## src/rtl/latch_bus_arbiter_pkg.sv

```systemverilog
// Shared constants and state encoding for the latch bus arbiter.
package latch_arb_pkg;

    localparam int N_MAX    = 8;
    localparam int HOLD_MAX = 15;
    localparam int CNT_W    = $clog2(HOLD_MAX + 1);

    typedef logic [2:0] state_t;

    localparam state_t S_IDLE    = 3'd0;
    localparam state_t S_LOAD    = 3'd1;
    localparam state_t S_CAPTURE = 3'd2;
    localparam state_t S_DRIVE   = 3'd3;
    localparam state_t S_TURN    = 3'd4;

endpackage

```

## src/rtl/latch_bus_arbiter_if.sv

```systemverilog
// Request/latch-control bundle between the arbiter and the external latches.
interface latch_bus_arbiter_if #(
    parameter int N = 4
);
    logic [N-1:0] req;
    logic [N-1:0] g;
    logic [N-1:0] oe_;
    logic [N-1:0] gnt;
    logic [N-1:0] done;
    logic         busy;

    modport master (input req, output g, oe_, gnt, done, busy);
    modport slave  (output req, input g, oe_, gnt, done, busy);
endinterface

```

## src/rtl/latch_bus_arbiter_rr_picker.sv

```systemverilog
// Round-robin picker: first set request at or after ptr, wrapping modulo N.
module rr_picker #(
    parameter int N  = 4,
    parameter int PW = 2
) (
    input  logic [N-1:0]  req,
    input  logic [PW-1:0] ptr,
    output logic [N-1:0]  pick,
    output logic          valid
);
    always_comb begin
        int            idx;
        logic [PW-1:0] sel;
        pick  = '0;
        valid = 1'b0;
        idx   = 0;
        sel   = '0;
        for (int i = 0; i < N; i++) begin
            idx = int'(ptr) + i;
            if (idx >= N) idx = idx - N;
            sel = PW'(idx);
            if (!valid && req[sel]) begin
                pick[sel] = 1'b1;
                valid     = 1'b1;
            end
        end
    end
endmodule

```

## src/rtl/latch_bus_arbiter.sv

```systemverilog
// Arbiter sequencing N transparent latches onto one tristate bus:
// LOAD (g high), CAPTURE (g falls), DRIVE (oe_ low for HOLD cycles), TURN.
module latch_bus_arbiter
    import latch_arb_pkg::*;
#(
    parameter int N    = 4,
    parameter int HOLD = 2
) (
    input  logic                clk,
    input  logic                rst,
    latch_bus_arbiter_if.master bus
);
    localparam int PW = $clog2(N);

    state_t           st, nxt;
    logic [CNT_W-1:0] cnt, cnt_nxt;
    logic [PW-1:0]    ptr, ptr_nxt, ptr_after;
    logic [N-1:0]     own, own_nxt, pick;
    logic             pick_vld;
    logic [N-1:0]     g_q, oe_q, gnt_q, done_q;
    logic             busy_q;

    rr_picker #(.N(N), .PW(PW)) u_pick (
        .req   (bus.req),
        .ptr   (ptr),
        .pick  (pick),
        .valid (pick_vld)
    );

    // Pointer moves past the new owner so its own repeat request is searched last.
    always_comb begin
        ptr_after = ptr;
        for (int i = 0; i < N; i++)
            if (pick[i]) ptr_after = (i == N - 1) ? '0 : PW'(i + 1);
    end

    always_comb begin
        nxt     = st;
        cnt_nxt = cnt;
        own_nxt = own;
        ptr_nxt = ptr;
        case (st)
            S_IDLE, S_TURN: begin
                nxt     = S_IDLE;
                own_nxt = '0;
                if (pick_vld) begin
                    nxt     = S_LOAD;
                    own_nxt = pick;
                    ptr_nxt = ptr_after;
                end
            end
            S_LOAD:    nxt = S_CAPTURE;
            S_CAPTURE: begin
                nxt     = S_DRIVE;
                cnt_nxt = CNT_W'(HOLD);
            end
            S_DRIVE: begin
                if (cnt == CNT_W'(1)) nxt = S_TURN;
                else                  cnt_nxt = cnt - CNT_W'(1);
            end
            default:   nxt = S_IDLE;
        endcase
    end

    // Outputs are decoded from the next state so latch controls come straight from flops.
    always_ff @(posedge clk or posedge rst) begin
        if (rst) begin
            st     <= S_IDLE;
            cnt    <= '0;
            ptr    <= '0;
            own    <= '0;
            g_q    <= '0;
            oe_q   <= '1;
            gnt_q  <= '0;
            done_q <= '0;
            busy_q <= 1'b0;
        end else begin
            st     <= nxt;
            cnt    <= cnt_nxt;
            ptr    <= ptr_nxt;
            own    <= own_nxt;
            g_q    <= (nxt == S_LOAD) ? own_nxt : '0;
            oe_q   <= (nxt == S_DRIVE) ? ~own_nxt : '1;
            gnt_q  <= (nxt == S_LOAD || nxt == S_CAPTURE || nxt == S_DRIVE) ? own_nxt : '0;
            done_q <= (nxt == S_DRIVE && cnt_nxt == CNT_W'(1)) ? own_nxt : '0;
            busy_q <= (nxt != S_IDLE);
        end
    end

    assign bus.g    = g_q;
    assign bus.oe_  = oe_q;
    assign bus.gnt  = gnt_q;
    assign bus.done = done_q;
    assign bus.busy = busy_q;
endmodule
```

## src/flat_wrapper.sv

```systemverilog
// flat-port wrapper written by rule: the top's interface ports become plain ports
module latch_bus_arbiter_flat import latch_arb_pkg::*;
#(
    parameter int N    = 4,
    parameter int HOLD = 2
)
  (clk, rst, bus_req, bus_g, bus_oe_, bus_gnt, bus_done, bus_busy);
  latch_bus_arbiter_if #(.N(N)) bus_i ();
  input  logic clk;
  input  logic rst;
  input wire logic [$bits(bus_i.req)-1:0] bus_req;
  output wire logic [$bits(bus_i.g)-1:0] bus_g;
  output wire logic [$bits(bus_i.oe_)-1:0] bus_oe_;
  output wire logic [$bits(bus_i.gnt)-1:0] bus_gnt;
  output wire logic [$bits(bus_i.done)-1:0] bus_done;
  output wire logic [$bits(bus_i.busy)-1:0] bus_busy;
  assign bus_i.req = bus_req;
  assign bus_g = bus_i.g;
  assign bus_oe_ = bus_i.oe_;
  assign bus_gnt = bus_i.gnt;
  assign bus_done = bus_i.done;
  assign bus_busy = bus_i.busy;
  latch_bus_arbiter #(.N(N), .HOLD(HOLD)) u_core (.clk(clk), .rst(rst), .bus(bus_i));
endmodule
```

## config.mk

```make
export PLATFORM = sky130hd
export DESIGN_NAME = latch_bus_arbiter_flat
export DESIGN_NICKNAME = d
export VERILOG_FILES = /design/src/rtl/latch_bus_arbiter_pkg.sv /design/src/rtl/latch_bus_arbiter_if.sv /design/src/rtl/latch_bus_arbiter_rr_picker.sv /design/src/rtl/latch_bus_arbiter.sv /design/src/flat_wrapper.sv
export SDC_FILE = /design/constraint.sdc
export NUM_CORES = 1
export LEC_CHECK = 0
export ABC_CLOCK_PERIOD_IN_PS = 3100
export BUFFER_PORTS_ARGS = -buffer_cell sky130_fd_sc_hd__buf_2
export CAP_MARGIN = 20
export CORE_MARGIN = 3
export CORE_UTILIZATION = 30
export DETAILED_ROUTE_END_ITERATION = 6
export PLACE_DENSITY = 0.45
export SYNTH_ARGS = -nofsm -noshare
export SYNTH_HDL_FRONTEND = slang
export SYNTH_HIERARCHICAL = 1
export SYNTH_SLANG_ARGS = --single-unit
```

## constraint.sdc

```tcl
create_clock -name clk -period 3.1 [get_ports clk]
set_input_delay 0.31 -clock clk [delete_from_list [all_inputs] [get_ports clk]]
set_output_delay 0.31 -clock clk [all_outputs]
set_load 0.005 [all_outputs]
```

# --- Word level (Yosys, flattened, before mapping) ---
# Cells that the tools add are included.
op_classes:
  reduce_logical: 18
  n_bitwise: 4
  order_cmp: 12
  addsub: 8
  eq_ne: 9
  mux: 43
op_table:
  columns: ["operator", "n"]
  rows:
  - ["4-bit two-way mux", 11]
  - ["2-bit two-way mux", 8]
  - ["1-bit two-way mux", 13]
  - ["3-bit by 2-bit equality test with 1-bit output (second input constant)", 4]
  - ["2-bit by 3-bit < comparator with 1-bit output (second input constant)", 4]
  - ["4-bit bitwise OR", 3]
  - ["3-bit case mux with 4 select lines", 1]
  - ["3-bit >= comparator (second input constant)", 3]
  - ["1-bit binary-select mux with 2-bit select", 4]
  - ["1-bit demux with 2-bit select", 4]
  - ["4-bit by 1-bit equality test with 1-bit output (second input constant)", 2]
  - ["2-bit by 1-bit >= comparator with 1-bit output (second input constant)", 4]
  - ["1-bit logical AND", 8]
  - ["4-bit case mux with 2 select lines", 1]
  - ["2-bit by 1-bit subtractor with 2-bit output (second input constant)", 4]
  - ["2-bit by 2-bit adder with 3-bit output (second input constant)", 2]
  - ["3-bit by 1-bit equality test with 1-bit output (second input constant)", 2]
  - ["4-bit NOT", 1]
  - ["4-bit nonzero test", 1]
  - ["4-bit by 1-bit subtractor with 4-bit output (second input constant)", 1]
  - ["2-bit by 1-bit adder with 3-bit output (second input constant)", 1]
  - ["3-bit equality test (second input constant)", 1]
  - ["2-bit by 3-bit >= comparator with 1-bit output (second input constant)", 1]
  - ["1-bit zero test", 3]
  - ["other kinds (6)", 7]
totals:
  wordCells: 103
  input_bits: 6
  regBits: 30
  out_inout_bits: 17

# --- Longest topological paths before layout ---
depth:
  ltp_word: 20
  mapped_depth: 13
  ltp_nobuf: 11

# --- Cells and area by module ---
# Netlist, hierarchy kept.
modules_own_cells:
  columns: ["mod", "cells_per_inst", "area_per_inst_um2", "n_inst", "seq_area_each_um2"]
  rows:
  - ["latch_bus_arbiter", 101, 1177.4, 1, 755.7]
  - ["rr_picker", 62, 508.0, 1, 0.0]

# --- Worst setup path after synthesis ---
# OpenSTA, ideal clock, no wires.
synth_path:
  path_kind: "reg2reg"
  from: "register u_core.ptr[0]"
  to: "register u_core.done_q[0], in the netlist u_core/bus.done[0]"
  arrival_ns: 2.407
  synth_period_minus_slack_ns: 2.538
  n_path_buf: 2
  setup_ns: 0.130
  required_time_ns: 2.970
  setup_slack_ns: 0.562
  path_stages_with_launch: 12
  cell_sequence: "dfrtp_1 -> buf_6 -> inv_1 -> ha_1 -> buf_2 -> mux2_2 -> and3_1 -> a2111oi_2 -> o2bb2ai_1 -> and3_1 -> a21oi_1 -> nor4_1"
synth_between:
  word_cells_on_any_way: 67
  cone_classes: "add/sub (7); order compare (12); eq/ne (1); mux (33); bitwise (3); reduce/logical (11)"
synth_rtl:
  columns: ["element", "line_no", "source"]
  rows:
  - ["from (decl)", "latch_bus_arbiter.sv:17", "logic [PW-1:0] ptr, ptr_nxt, ptr_after;"]
  - ["from (signal assigned)", "latch_bus_arbiter.sv:80", "ptr <= ptr_nxt;"]
  - ["branches (longest 13 deep; another with 2-bit by 1-bit adder with 3-bit output)", null, null]
  - ["4-bit two-way mux *", "latch_bus_arbiter_rr_picker.sv:22", "if (!valid && req[sel]) begin"]
  - ["via u_core.pick[0]", "latch_bus_arbiter.sv:18", "logic [N-1:0] own, own_nxt, pick;"]
  - ["4-bit two-way mux *", "latch_bus_arbiter.sv:46", "if (pick_vld) begin"]
  - ["4-bit two-way mux *", "latch_bus_arbiter.sv:42", "case (st)"]
  - ["4-bit two-way mux *", "latch_bus_arbiter.sv:85", "done_q <= (nxt == S_DRIVE && cnt_nxt == CNT_W'(1)) ? own_nxt : '0;"]
  - ["to (signal assigned)", "latch_bus_arbiter.sv:85", null]
  - ["to (decl)", "latch_bus_arbiter.sv:20", "logic [N-1:0] g_q, oe_q, gnt_q, done_q;"]
# Mark *: on every way through the listed nets, which the timed path passes. The select of a mux whose other input is x is not followed.
# A chain may end at the register's enable or synchronous reset.

# --- Worst setup path in the final report ---
# Ends and elaborated chain as after synthesis.

==> reports/metrics.cfg <==
[clock_network]
cts-buffers-inserted = 5
clock_sink_count = 30
cts_max_path_buffers = 2
cts_tree = done
cts.clk_slew.worst_paths_ns = 0.06
htree_levels = 2
clk_latency_ns = 0.28
cts_resized = 0
cts-root-buf = clkbuf_8

[finish]
final_nets = 205
nFillCells = 528
area_growth_pct = 18.11
drive_above_1_share = 0.2760
diodes = 0

[timing]
fin_crit_ns = 2.693
max_slew_margin = 0.7428
drv_slew = 0
period_share = 0.8686
hold_viol = 0
finalHoldWorstSlack_ns = 0.4926
rsz0062_at_grt = no
fin_tns_setup_ns = 0
setup_violations = 0
worstMarginPinSlew_ns = 0.3751
finClkSkew_ns = 0.004954
fmax_mhz = 371.4

[global_routing]
grt-ovfl-total = 0
antenna_found_initial = 0
grt_use_total = 0.1188
grt.busiest_layer = met2
grt_pass1_wl_mm = 5.989
met2_usage = 0.1880
met1_usage = 0.1557
grt.met3_usage = 0.02661
grt_max_degree = 25
grt_pass1_vias = 1249

[critical_path]
path_class = reg -> reg
crit_arrival_ns = 2.84
cp_max_fo = 6
crit_slowest_cell = ha_1
path_delay_family = compound AO/OA/AOI/OAI gates
startpoint_type = register
cp_cell_sequence = inv_1 -> ha_1 -> mux2i_1 -> mux2_2 -> a2111oi_2 -> o2bb2ai_1 -> and3_1 -> a21oi_1 -> nor4_1
critical_path.max_stage_delay_ns = 0.39
worstPathRequired_ns = 3.25
critical_path_buf_inv_count = 1
endpoint_kind = register

[floorplanning]
die-width_um = 80.95
start_util = 0.3198
fp.coreArea_sq_um = 5270
die_y_um = 80.95
rows = 26
die-area_sq_um = 6553
pin_count = 23

[synth]
ys_types = 49
syn_nets = 177
ys_seq_area_frac = 0.4484
synthCells = 163
synth-seq-cells = 30
synthesis.area_sq_um = 1685
postSynthAreaPerCell_sq_um = 10.34
yosysWarnings = 6

[drt]
finalWirelength_mm = 3.582
drc = 0
wire_per_inst_um = 13.67
firstDrtPassIters = 4
drt-initial-drc-count = 52
ant_nets = 0
vias = 1300
via_per_inst = 4.962

[pwr]
p_leak_uw = 0.0009361
p_per_area_nw_per_um2 = 871.2
ir_drop_v = 0.0003179

[placed_design]
dp_hpwl_mm = 2.801
port_buffers = 22
finalWeightedCongestion = 0.8932

[run_status]
status = finished clean

[worst_hold_path]
hold_path_class = reg -> reg

[job]
cap_violations = 0

[power breakdown]
group | switching (uW) | internal (uW)
clock | 133 | 178
sequential | 75.9 | 533
combinational | 476 | 337
[cells by family (layout without fill, tap and decap cells)]
group	count (synthesis)	count (layout)	share of synthesized area
flip-flops	30	30	0.4484
AND/OR/NAND/NOR	65	65	0.2146
buffers and inverters	16	45	0.04603
adder cells (fa/ha/maj)	8	8	0.05939
AO/OA/AOI/OAI	34	34	0.1626
multiplexers	10	10	0.06904
[flip-flops by register name (all words and copies together), names as in the netlist]
signal,cells
u_core/bus.done,4
u_core/bus.g,4
u_core/bus.gnt,4
u_core/bus.oe_,4
u_core/cnt,4
u_core/own,4
u_core/st,3
u_core/ptr,2
u_core/bus.busy,1
[worst register-to-register path, delay by kind of cell, from the launching register on]
kind / cells / cell delay [ns]
DFF: 1 / 0.35
buffers and inverters: 1 / 0.08
AOI/OAI and AO/OA: 3 / 0.82
and+or+nand+nor: 2 / 0.34
muxes: 2 / 0.58
adders and majority gates: 1 / 0.39
[layer usage]
layer  vias to the layer above  share of wire  wire [um]
li1                        642              -          -
met1                       616           0.47       1679
met2                        35           0.46       1644
met3                         7          0.048        173
met4                         0          0.023         84
met5                         -              0          0
[Yosys cell counts (all sizes together)]
library cell  instances  share of area
dfrtp                26           0.39
nor2                 18          0.040
inv                  11          0.024
nand2                10          0.022
ha                    8          0.059
nand2b                8          0.030
a21oi                 6          0.020
and3                  6          0.023
mux2i                 6          0.036
o22ai                 6          0.022
nor4                  5          0.019
buf                   4          0.019
dfstp                 4          0.062
nor3                  4          0.012
o21ai                 4          0.012
o2bb2ai               4          0.021
a211oi                3          0.016
mux2                  3          0.020
a2111oi               2          0.018
nand3                 2         0.0059
nand3b                2          0.011
nor3b                 2          0.016
or2                   2         0.0074
a21o                  1         0.0089
a221oi                1         0.0089
a22o                  1         0.0052
a31o                  1         0.0052
and2                  1         0.0037
and4                  1         0.0052
clkbuf                1         0.0022
mux4                  1          0.013
nor2b                 1         0.0037
o21a                  1         0.0045
o21bai                1         0.0045
o221a                 1         0.0067
o31ai                 1         0.0045
o41ai                 1         0.0052
or3                   1         0.0067
or3b                  1         0.0052
or4                   1         0.0045
[per-stage QoR]
stage          instance area, sq um  worst slack, ns  cells  power (uW)    util
2_1_floorplan                  1685           0.5624    163        1207       -
3_3_place_gp                   1862           0.4704    252        1424  0.3533
3_5_place_dp                   1889           0.3983    253        1431  0.3585
4_1_cts                        1991           0.3714    262        1750  0.3777
5_1_grt                        1991           0.1722    262        1893  0.3777
6_report                       1991           0.4073    262        1734  0.3777
[layout by cell type, fill, tap and decap left out, types with 3 or more instances in the layout]
cell type   n
buf_2      22
o2bb2ai_1   4
dfstp_2     4
nor3_1      4
dfrtp_1    26
o22ai_1     6
mux2_2      3
nand2b_1    8
o21ai_0     3
ha_1        8
clkbuf_8    6
nor4_1      5
a21oi_1     5
mux2i_1     6
nor2_1     18
and3_1      5
nand2_1    10
inv_1       9
[repair_timing]
action / CTS / global route
hold buffers: 1 / 0
setup buffers: 0 / 0
hold endpoints to repair: 6 / 0
[final timing paths]
kind                               startpoint                 end  slack, ns  cells after the start
worst max-delay path            u_core/ptr[0]  u_core/bus.done[0]       0.41                      9
worst min-delay path             u_core/st[2]        u_core/st[1]       0.49                      1
worst max register to register  u_core/ptr[0]  u_core/bus.done[0]       0.41                      9
worst min register to register   u_core/st[2]        u_core/st[1]       0.49                      1
max in group asynchronous                 rst   u_core/bus.oe_[3]       2.06                      4
min in group asynchronous                 rst       u_core/cnt[1]       0.54                      3
[cell type report]
cell class	count	area, sq um	share of cell area
Timing Repair Buffer	26	162.7	0.08171
Clock inverter	1	5.005	0.002514
Multi-Input combinational cell	117	852.1	0.4280
Sequential cell	30	755.7	0.3796
Tap cell	70	87.58	0.04400
Clock buffer	7	86.33	0.04337
Inverter	11	41.29	0.02074
No activity file was read; power rests on OpenSTA's default activity.
